$ cat src/rtl/mfp_seq_divider_pkg.sv
// Shared types and helpers for the sequential fixed-point divider.
// Holds the FSM encoding and the saturation-limit helpers.
package mfp_seq_divider_pkg;

    typedef enum logic [1:0] {
        StIdle = 2'd0,
        StCalc = 2'd1,
        StFix  = 2'd2,
        StDone = 2'd3
    } div_state_e;

    function automatic longint sat_max(input int unsigned w, input bit is_unsigned);
        return is_unsigned ? (longint'(1) << w) - 1 : (longint'(1) << (w - 1)) - 1;
    endfunction

    function automatic longint sat_min(input int unsigned w, input bit is_unsigned);
        return is_unsigned ? longint'(0) : -(longint'(1) << (w - 1));
    endfunction

    // Counter width for n iterations; never below one bit.
    function automatic int unsigned cnt_width(input int unsigned n);
        return (n > 1) ? $clog2(n) : 1;
    endfunction

endpackage

$ cat src/rtl/mfp_seq_divider_if.sv
// Operand/result handshake bundle of the divider.
// The master side supplies operands and consumes results.
interface mfp_seq_divider_if #(
    parameter int unsigned NumW = 8,
    parameter int unsigned DenW = 8,
    parameter int unsigned OutW = 8
) ();

    logic            in_valid;
    logic            in_ready;
    logic [NumW-1:0] num;
    logic [DenW-1:0] den;
    logic            out_valid;
    logic            out_ready;
    logic [OutW-1:0] quo;
    logic            ovf;
    logic            dz;

    modport master (
        output in_valid, num, den, out_ready,
        input  in_ready, out_valid, quo, ovf, dz
    );

    modport slave (
        input  in_valid, num, den, out_ready,
        output in_ready, out_valid, quo, ovf, dz
    );

endinterface

$ cat src/rtl/mfp_seq_divider_sat.sv
// Clamps a signed (or unsigned) value into OutW bits and flags clipping.
// Works for any InW/OutW ratio by comparing in a common widened domain.
module mfp_seq_divider_sat
    import mfp_seq_divider_pkg::*;
#(
    parameter int unsigned InW        = 9,
    parameter int unsigned OutW       = 8,
    parameter bit          IsUnsigned = 1'b0
) (
    input  logic [InW-1:0]  val_i,
    output logic [OutW-1:0] val_o,
    output logic            ovf_o
);

    localparam int unsigned W = ((InW > OutW) ? InW : OutW) + 1;
    localparam logic signed [W-1:0] MaxV = W'(sat_max(OutW, IsUnsigned));
    localparam logic signed [W-1:0] MinV = W'(sat_min(OutW, IsUnsigned));

    logic signed [W-1:0] ext;

    always_comb begin
        ext   = IsUnsigned ? $signed({{(W - InW){1'b0}}, val_i})
                           : $signed({{(W - InW){val_i[InW-1]}}, val_i});
        val_o = ext[OutW-1:0];
        ovf_o = 1'b0;
        if (ext > MaxV) begin
            val_o = MaxV[OutW-1:0];
            ovf_o = 1'b1;
        end else if (ext < MinV) begin
            val_o = MinV[OutW-1:0];
            ovf_o = 1'b1;
        end
    end

endmodule

$ cat src/rtl/mfp_seq_divider.sv
// Iterative radix-2 restoring divider: quo = trunc0((num << FracW) / den),
// one quotient bit per cycle, saturated to OutW with overflow/divide-by-zero flags.
module mfp_seq_divider
    import mfp_seq_divider_pkg::*;
#(
    parameter int unsigned NumW       = 8,
    parameter int unsigned DenW       = 8,
    parameter int unsigned OutW       = 8,
    parameter int unsigned FracW      = 0,
    parameter bit          IsUnsigned = 1'b0
) (
    input logic clk_i,
    input logic rst_ni,
    mfp_seq_divider_if.slave bus
);

    localparam int unsigned N    = NumW + FracW;
    localparam int unsigned CntW = cnt_width(N);
    localparam logic [OutW-1:0] QuoMax = OutW'(sat_max(OutW, IsUnsigned));
    localparam logic [OutW-1:0] QuoMin = OutW'(sat_min(OutW, IsUnsigned));

    div_state_e      state_q, state_d;
    logic [CntW-1:0] cnt_q, cnt_d;
    logic [N-1:0]    dq_q, dq_d;      // dividend shifts out the top, quotient shifts in below
    logic [DenW:0]   rem_q, rem_d;
    logic [DenW:0]   den_q, den_d;
    logic            sign_q, sign_d;
    logic [OutW-1:0] quo_q, quo_d;
    logic            ovf_q, ovf_d;
    logic            dz_q, dz_d;

    logic            num_neg, den_neg;
    logic [NumW:0]   num_ext, num_mag;
    logic [DenW:0]   den_ext, den_mag;
    logic [DenW:0]   rem_sh;
    logic            ge;
    logic [N:0]      sat_in;
    logic [OutW-1:0] sat_out;
    logic            sat_ovf;

    always_comb begin
        num_neg = !IsUnsigned && bus.num[NumW-1];
        den_neg = !IsUnsigned && bus.den[DenW-1];
        num_ext = {num_neg, bus.num};
        den_ext = {den_neg, bus.den};
        num_mag = num_neg ? -num_ext : num_ext;
        den_mag = den_neg ? -den_ext : den_ext;
        rem_sh  = (DenW + 1)'({rem_q, dq_q[N-1]});
        ge      = (rem_sh >= den_q);
        sat_in  = sign_q ? -{1'b0, dq_q} : {1'b0, dq_q};
    end

    mfp_seq_divider_sat #(
        .InW        (N + 1),
        .OutW       (OutW),
        .IsUnsigned (IsUnsigned)
    ) u_sat (
        .val_i (sat_in),
        .val_o (sat_out),
        .ovf_o (sat_ovf)
    );

    always_comb begin
        state_d = state_q;
        cnt_d   = cnt_q;
        dq_d    = dq_q;
        rem_d   = rem_q;
        den_d   = den_q;
        sign_d  = sign_q;
        quo_d   = quo_q;
        ovf_d   = ovf_q;
        dz_d    = dz_q;
        unique case (state_q)
            StIdle: begin
                if (bus.in_valid) begin
                    dq_d    = N'(num_mag) << FracW;
                    den_d   = den_mag;
                    sign_d  = num_neg ^ den_neg;
                    rem_d   = '0;
                    cnt_d   = CntW'(N - 1);
                    state_d = StCalc;
                end
            end
            StCalc: begin
                rem_d = ge ? rem_sh - den_q : rem_sh;
                dq_d  = N'({dq_q, ge});
                cnt_d = cnt_q - 1'b1;
                if (cnt_q == '0) state_d = StFix;
            end
            StFix: begin
                if (den_q == '0) begin
                    quo_d = sign_q ? QuoMin : QuoMax;
                    ovf_d = 1'b1;
                    dz_d  = 1'b1;
                end else begin
                    quo_d = sat_out;
                    ovf_d = sat_ovf;
                    dz_d  = 1'b0;
                end
                state_d = StDone;
            end
            StDone: begin
                if (bus.out_ready) state_d = StIdle;
            end
            default: state_d = StIdle;
        endcase
    end

    always_ff @(posedge clk_i) begin
        if (!rst_ni) begin
            state_q <= StIdle;
            cnt_q   <= '0;
            dq_q    <= '0;
            rem_q   <= '0;
            den_q   <= '0;
            sign_q  <= 1'b0;
            quo_q   <= '0;
            ovf_q   <= 1'b0;
            dz_q    <= 1'b0;
        end else begin
            state_q <= state_d;
            cnt_q   <= cnt_d;
            dq_q    <= dq_d;
            rem_q   <= rem_d;
            den_q   <= den_d;
            sign_q  <= sign_d;
            quo_q   <= quo_d;
            ovf_q   <= ovf_d;
            dz_q    <= dz_d;
        end
    end

    assign bus.in_ready  = (state_q == StIdle);
    assign bus.out_valid = (state_q == StDone);
    assign bus.quo       = quo_q;
    assign bus.ovf       = ovf_q;
    assign bus.dz        = dz_q;

endmodule

$ cat src/flat_wrapper.sv
// flat-port wrapper written by rule: the top's interface ports become plain ports
module mfp_seq_divider_flat import mfp_seq_divider_pkg::*;
#(
    parameter int unsigned NumW       = 8,
    parameter int unsigned DenW       = 8,
    parameter int unsigned OutW       = 8,
    parameter int unsigned FracW      = 0,
    parameter bit          IsUnsigned = 1'b0
)
  (clk_i, rst_ni, bus_in_valid, bus_num, bus_den, bus_out_ready, bus_in_ready, bus_out_valid, bus_quo, bus_ovf, bus_dz);
  mfp_seq_divider_if #(.NumW(NumW), .DenW(DenW), .OutW(OutW)) bus_i ();
  input logic clk_i;
  input logic rst_ni;
  input wire logic [$bits(bus_i.in_valid)-1:0] bus_in_valid;
  input wire logic [$bits(bus_i.num)-1:0] bus_num;
  input wire logic [$bits(bus_i.den)-1:0] bus_den;
  input wire logic [$bits(bus_i.out_ready)-1:0] bus_out_ready;
  output wire logic [$bits(bus_i.in_ready)-1:0] bus_in_ready;
  output wire logic [$bits(bus_i.out_valid)-1:0] bus_out_valid;
  output wire logic [$bits(bus_i.quo)-1:0] bus_quo;
  output wire logic [$bits(bus_i.ovf)-1:0] bus_ovf;
  output wire logic [$bits(bus_i.dz)-1:0] bus_dz;
  assign bus_i.in_valid = bus_in_valid;
  assign bus_i.num = bus_num;
  assign bus_i.den = bus_den;
  assign bus_i.out_ready = bus_out_ready;
  assign bus_in_ready = bus_i.in_ready;
  assign bus_out_valid = bus_i.out_valid;
  assign bus_quo = bus_i.quo;
  assign bus_ovf = bus_i.ovf;
  assign bus_dz = bus_i.dz;
  mfp_seq_divider #(.NumW(NumW), .DenW(DenW), .OutW(OutW), .FracW(FracW), .IsUnsigned(IsUnsigned)) u_core (.clk_i(clk_i), .rst_ni(rst_ni), .bus(bus_i));
endmodule
$ cat config.mk
export PLATFORM = sky130hd
export DESIGN_NAME = mfp_seq_divider_flat
export DESIGN_NICKNAME = d
export VERILOG_FILES = /design/src/rtl/mfp_seq_divider_pkg.sv /design/src/rtl/mfp_seq_divider_if.sv /design/src/rtl/mfp_seq_divider_sat.sv /design/src/rtl/mfp_seq_divider.sv /design/src/flat_wrapper.sv
export SDC_FILE = /design/constraint.sdc
export NUM_CORES = 1
export LEC_CHECK = 0
export BUFFER_PORTS_ARGS = -buffer_cell sky130_fd_sc_hd__buf_4
export CORE_MARGIN = 3
export CORE_UTILIZATION = 40
export CTS_BUF_LIST = sky130_fd_sc_hd__clkbuf_2
export DETAILED_ROUTE_END_ITERATION = 12
export GPL_ROUTABILITY_DRIVEN = 0
export PLACE_DENSITY_LB_ADDON = 0.08
export SLEW_MARGIN = 25
export SYNTH_ARGS = -nofsm -noshare
export SYNTH_HDL_FRONTEND = slang
export SYNTH_SLANG_ARGS = --single-unit
$ cat constraint.sdc
create_clock -name clk_i -period 2.5 [get_ports clk_i]
set_clock_uncertainty 0.05 [all_clocks]
set_input_delay 0.5 -clock clk_i [delete_from_list [all_inputs] [get_ports clk_i]]
set_output_delay 0.5 -clock clk_i [all_outputs]
set_load 0.05 [all_outputs]
==> summary.txt <==
CTS
  – Clk root buf: clkbuf_2
  – CTS tree: built
  – Clk buf depth: 2
  – Clk slew on worst S/H paths: between 200 and 250 ps
  – Post-CTS setup buffers: 0
  – Clock Sinks: 41
  – TritonCTS buffer count: 5
  – H-tree levels: 2
  – Post-cts hold buffer count: 0
  – Clock latency at the later pin of the worst-skew pair: roughly 400 ps

Global routing
  – Initial antenna violation count: 0
  – First-pass GRT wire length: ~10000 um
  – Met3 Resource Use GR: under 10%
  – GRT Residual Overflow: 0
  – GRT met1 Usage: 24.6%
  – All-Layer GR Usage: around 16%
  – Largest net degree at the start of global routing: 26
  – Grt peak-use layer: met1
  – Number of global-route vias before repair: roughly 2,100
  – Met2 usage: 23.3%

Floorplan
  – Core ar.: roughly 6100 um2
  – Die area: roughly 7600 um2
  – Rows: 28
  – Die Span Y: 87.1 um
  – Die X: slightly below 90 um
  – IO Pins: 32
  – Initial Util: a little over two fifths

Setup path
  – Reg-to-reg slack, setup: about 240 ps
  – RR Startpoint: u_core.dq_q[7]$_SDFFE_PN0P_
  – Cell-by-cell trace of the critical path: inv_1 -> ha_1 -> and3_1 -> a311o_1 -> a221oi_2 -> nor2_4 -> mux2i_1 -> a22o_1
  – CP top delay family: compound AO/OA/AOI/OAI gates
  – Required @ worst endpoint: ~2800 ps
  – Setup crit start: u_core.dq_q[7]$_SDFFE_PN0P_
  – CP max stage cell: dfxtp_2
  – Worst setup EP type: register
  – Crit Path Max Fanout: 9
  – Startpoint types: register
  – Critical path arrival: around 2500 ps
  – Buf/Inv on CP: 1
  – Worst Path Class, Setup: register to register
  – Critical path's largest stage delay: roughly 440 ps
  – Worst Reg-to-Reg Cells: 8
  – R2R Path End: u_core.rem_q[0]$_SDFFE_PN0P_

Route
  – Vias: 2,276
  – Vias per std cell: between 5 and 6
  – Number of detailed-route iterations in the first pass: 4
  – Remaining antenna violation count: 0
  – DRT Wirelength: 5750 um
  – DR WL/cell: between 10 and 15 um
  – DRT iter0 DRCs: about 80
  – DRC: 0

Yosys
  – Largest family of logic cells by synthesized area: compound AO/OA/AOI/OAI gates
  – Average size of a mapped cell: 7.84 um2
  – Yosys warning count: 0
  – Multiplexer area fraction after synthesis: approximately 3.8%
  – Distinct cells, synth: 50
  – Post-synthesis instance total: 335
  – Number of flops mapped to enable cells by yosys: 0
  – Compound-Gate Fraction of Synth Area: between 20% and 30%
  – Syn Nets: around 370
  – Synth Area in Simple Gates: 21.2%
  – Dominant register cell in the synthesized netlist: dfxtp_1
  – Area share of xor/xnor cells in the synthesized design: roughly 6.7%
  – Post-synthesis sequential area ratio: a little under a third
  – Ys async rst share: 0%
  – Syn Std Cell Area: 2630 um2
  – Post-Synth Adder-Cell Area: under 10%
  – Seq cells post-synth: 41

Timing
  – Slew HR: between 50% and 60%
  – Setup TNS: 0 ps
  – Final Max Tran Viols: 0
  – RSZ-0062 raised after global routing: no
  – Final Hold Viols: 0
  – Min Tclk post-route: about 2300 ps
  – Period utilisation layout: around nine tenths
  – Fmax: about 440 MHz
  – Worst-Margin Slew: roughly 630 ps
  – # setup viols final: 0

Cells and area
  – Multi-input gate area: 1650 um2
  – Diode count: 0
  – P&R area growth vs syn: 13.1%
  – Fill cell count: between 600 and 700
  – Layout Cells excl Fill: 439
  – Register area: 822 um2
  – Layout cells sized above 1: between 10% and 20%
  – Nets: between 400 and 500

Min path
  – Hold Crit Depth: 3
  – Hold Crit Class: primary input to register
  – Hold EP: u_core.bus.quo[1]$_SDFFE_PN0P_
  – Hold Startpoint: rst_ni

Placed design
  – Placed Instances: 431
  – Port-buffer cells: 31
  – Post-DP HPWL: approximately 4500 um

Pwr
  – Max VDD drop: between 600 and 700 uV
  – Cell Pwr Density: 1280 nW/um2
  – Leak: around 1.2 nW

Job
  – Max-Cap Viols: 0

Outcome
  – Status: finished, final reports clean
-- cell families after synthesis --
kind of cell	Yosys count
AND/OR/NAND/NOR	118
AO/OA/AOI/OAI	88
flip-flops	41
buffers and inverters	39
XOR/XNOR	20
adder cells (fa/ha/maj)	19
multiplexers	10
-- what timing repair did --
action,CTS,global route
setup endpoints to repair,0,3
resized for setup,0,1
hold endpoints to repair,0,0
-- power breakdown --
group / total [mW] / switching [mW] / internal (mW)
Combinational: 2.44 / 1.44 / 0.998
Sequential: 1.06 / 0.207 / 0.852
Clock: 0.300 / 0.223 / 0.0774
-- cells in the final DEF (no fill, tap or decap), types with 2 or more instances in the layout --
cell and instances:
mux2i_1 10, nand4_1 2, and3_1 3, a221oi_1 2, nor3_1 8, a21boi_0 3, a31oi_1 2, o21a_1 2
clkbuf_2 7, o21ai_0 25, nand2_1 44, and2_1 3, buf_4 36, xnor2_1 8, a22o_1 2, or3_1 2
dfxtp_1 40, xor2_1 12, ha_1 18, nor2b_1 5, nand2b_1 5, o211ai_1 2, inv_1 23, nor2_1 36
nor4_1 2, o21ai_1 2, a211oi_1 14, a21o_1 3, o31ai_1 3, a21oi_1 18
-- registers in the layout, indices dropped and copies added, names as in the netlist --
name,flops
u_core.rem_q,8
u_core.bus.dz,1
u_core.sign_q,1
u_core.dq_q,8
u_core.bus.quo,8
u_core.den_q,9
u_core.cnt_q,3
u_core.bus.ovf,1
u_core.state_q,2
-- area by class of cell --
type	instances	area share, %
repair buffers	36	9.09
inverters	24	3.03
clock inverters	1	0.253
flip-flops and latches	41	27.7
clock buffers	7	1.18
well taps	75	3.16
multi-input cells	255	55.6
-- tightest hold or removal path: stages --
cell and delay, ps:
buf_4 140, o21ai_0 70, nor2_1 40
-- worst max-delay path by stage --
stage | to | slack [ps] | depth (start not counted)
after floorplan | u_core.rem_q[0]$_SDFFE_PN0P_ | 250 | 9
after global placement | u_core.rem_q[0]$_SDFFE_PN0P_ | 270 | 8
after detailed placement | u_core.rem_q[1]$_SDFFE_PN0P_ | 180 | 8
after CTS | u_core.rem_q[0]$_SDFFE_PN0P_ | 130 | 8
after global routing | u_core.rem_q[1]$_SDFFE_PN0P_ | 80 | 8
final | u_core.rem_q[0]$_SDFFE_PN0P_ | 240 | 8
-- metrics by stage --
stage	cell area [um2]	hold WS [ps]	util, %	power (mW)	setup slack [ps]
4_1_cts	2970	266	48.4	3.82	134
3_3_place_gp	2930	391	47.8	3.48	270
3_5_place_dp	2930	391	47.8	3.51	177
6_report	2970	298	48.5	3.80	236
2_1_floorplan	2630	376	-	2.98	252
5_1_grt	2970	273	48.5	4.17	76.5
-- Yosys cell counts (all sizes together), types with 2 or more instances --
library cell,n,area (um2)
nand2,45,171
dfxtp,41,821
nor2,37,146
o21ai,27,135
inv,23,86.3
a21oi,18,90.1
ha,18,225
a211oi,15,118
clkbuf,14,52.6
xor2,12,105
mux2i,10,100
nor3,8,40.0
xnor2,8,70.1
nand2b,5,31.3
nor2b,5,31.3
a21boi,3,22.5
a21o,3,22.5
a221oi,3,32.5
and2,3,18.8
and3,3,18.8
nor4,3,33.8
o31ai,3,22.5
a22o,2,17.5
a31oi,2,12.5
and4,2,20.0
nand4,2,12.5
o211ai,2,15.0
o21a,2,15.0
or3,2,12.5
-- layer usage --
layer,share of wire [%],vias up
met5,0,-
met3,3.9,5
met2,40,36
met1,55,1007
li1,-,1228
met4,1.1,0
Power figures use the tool's default switching activity.
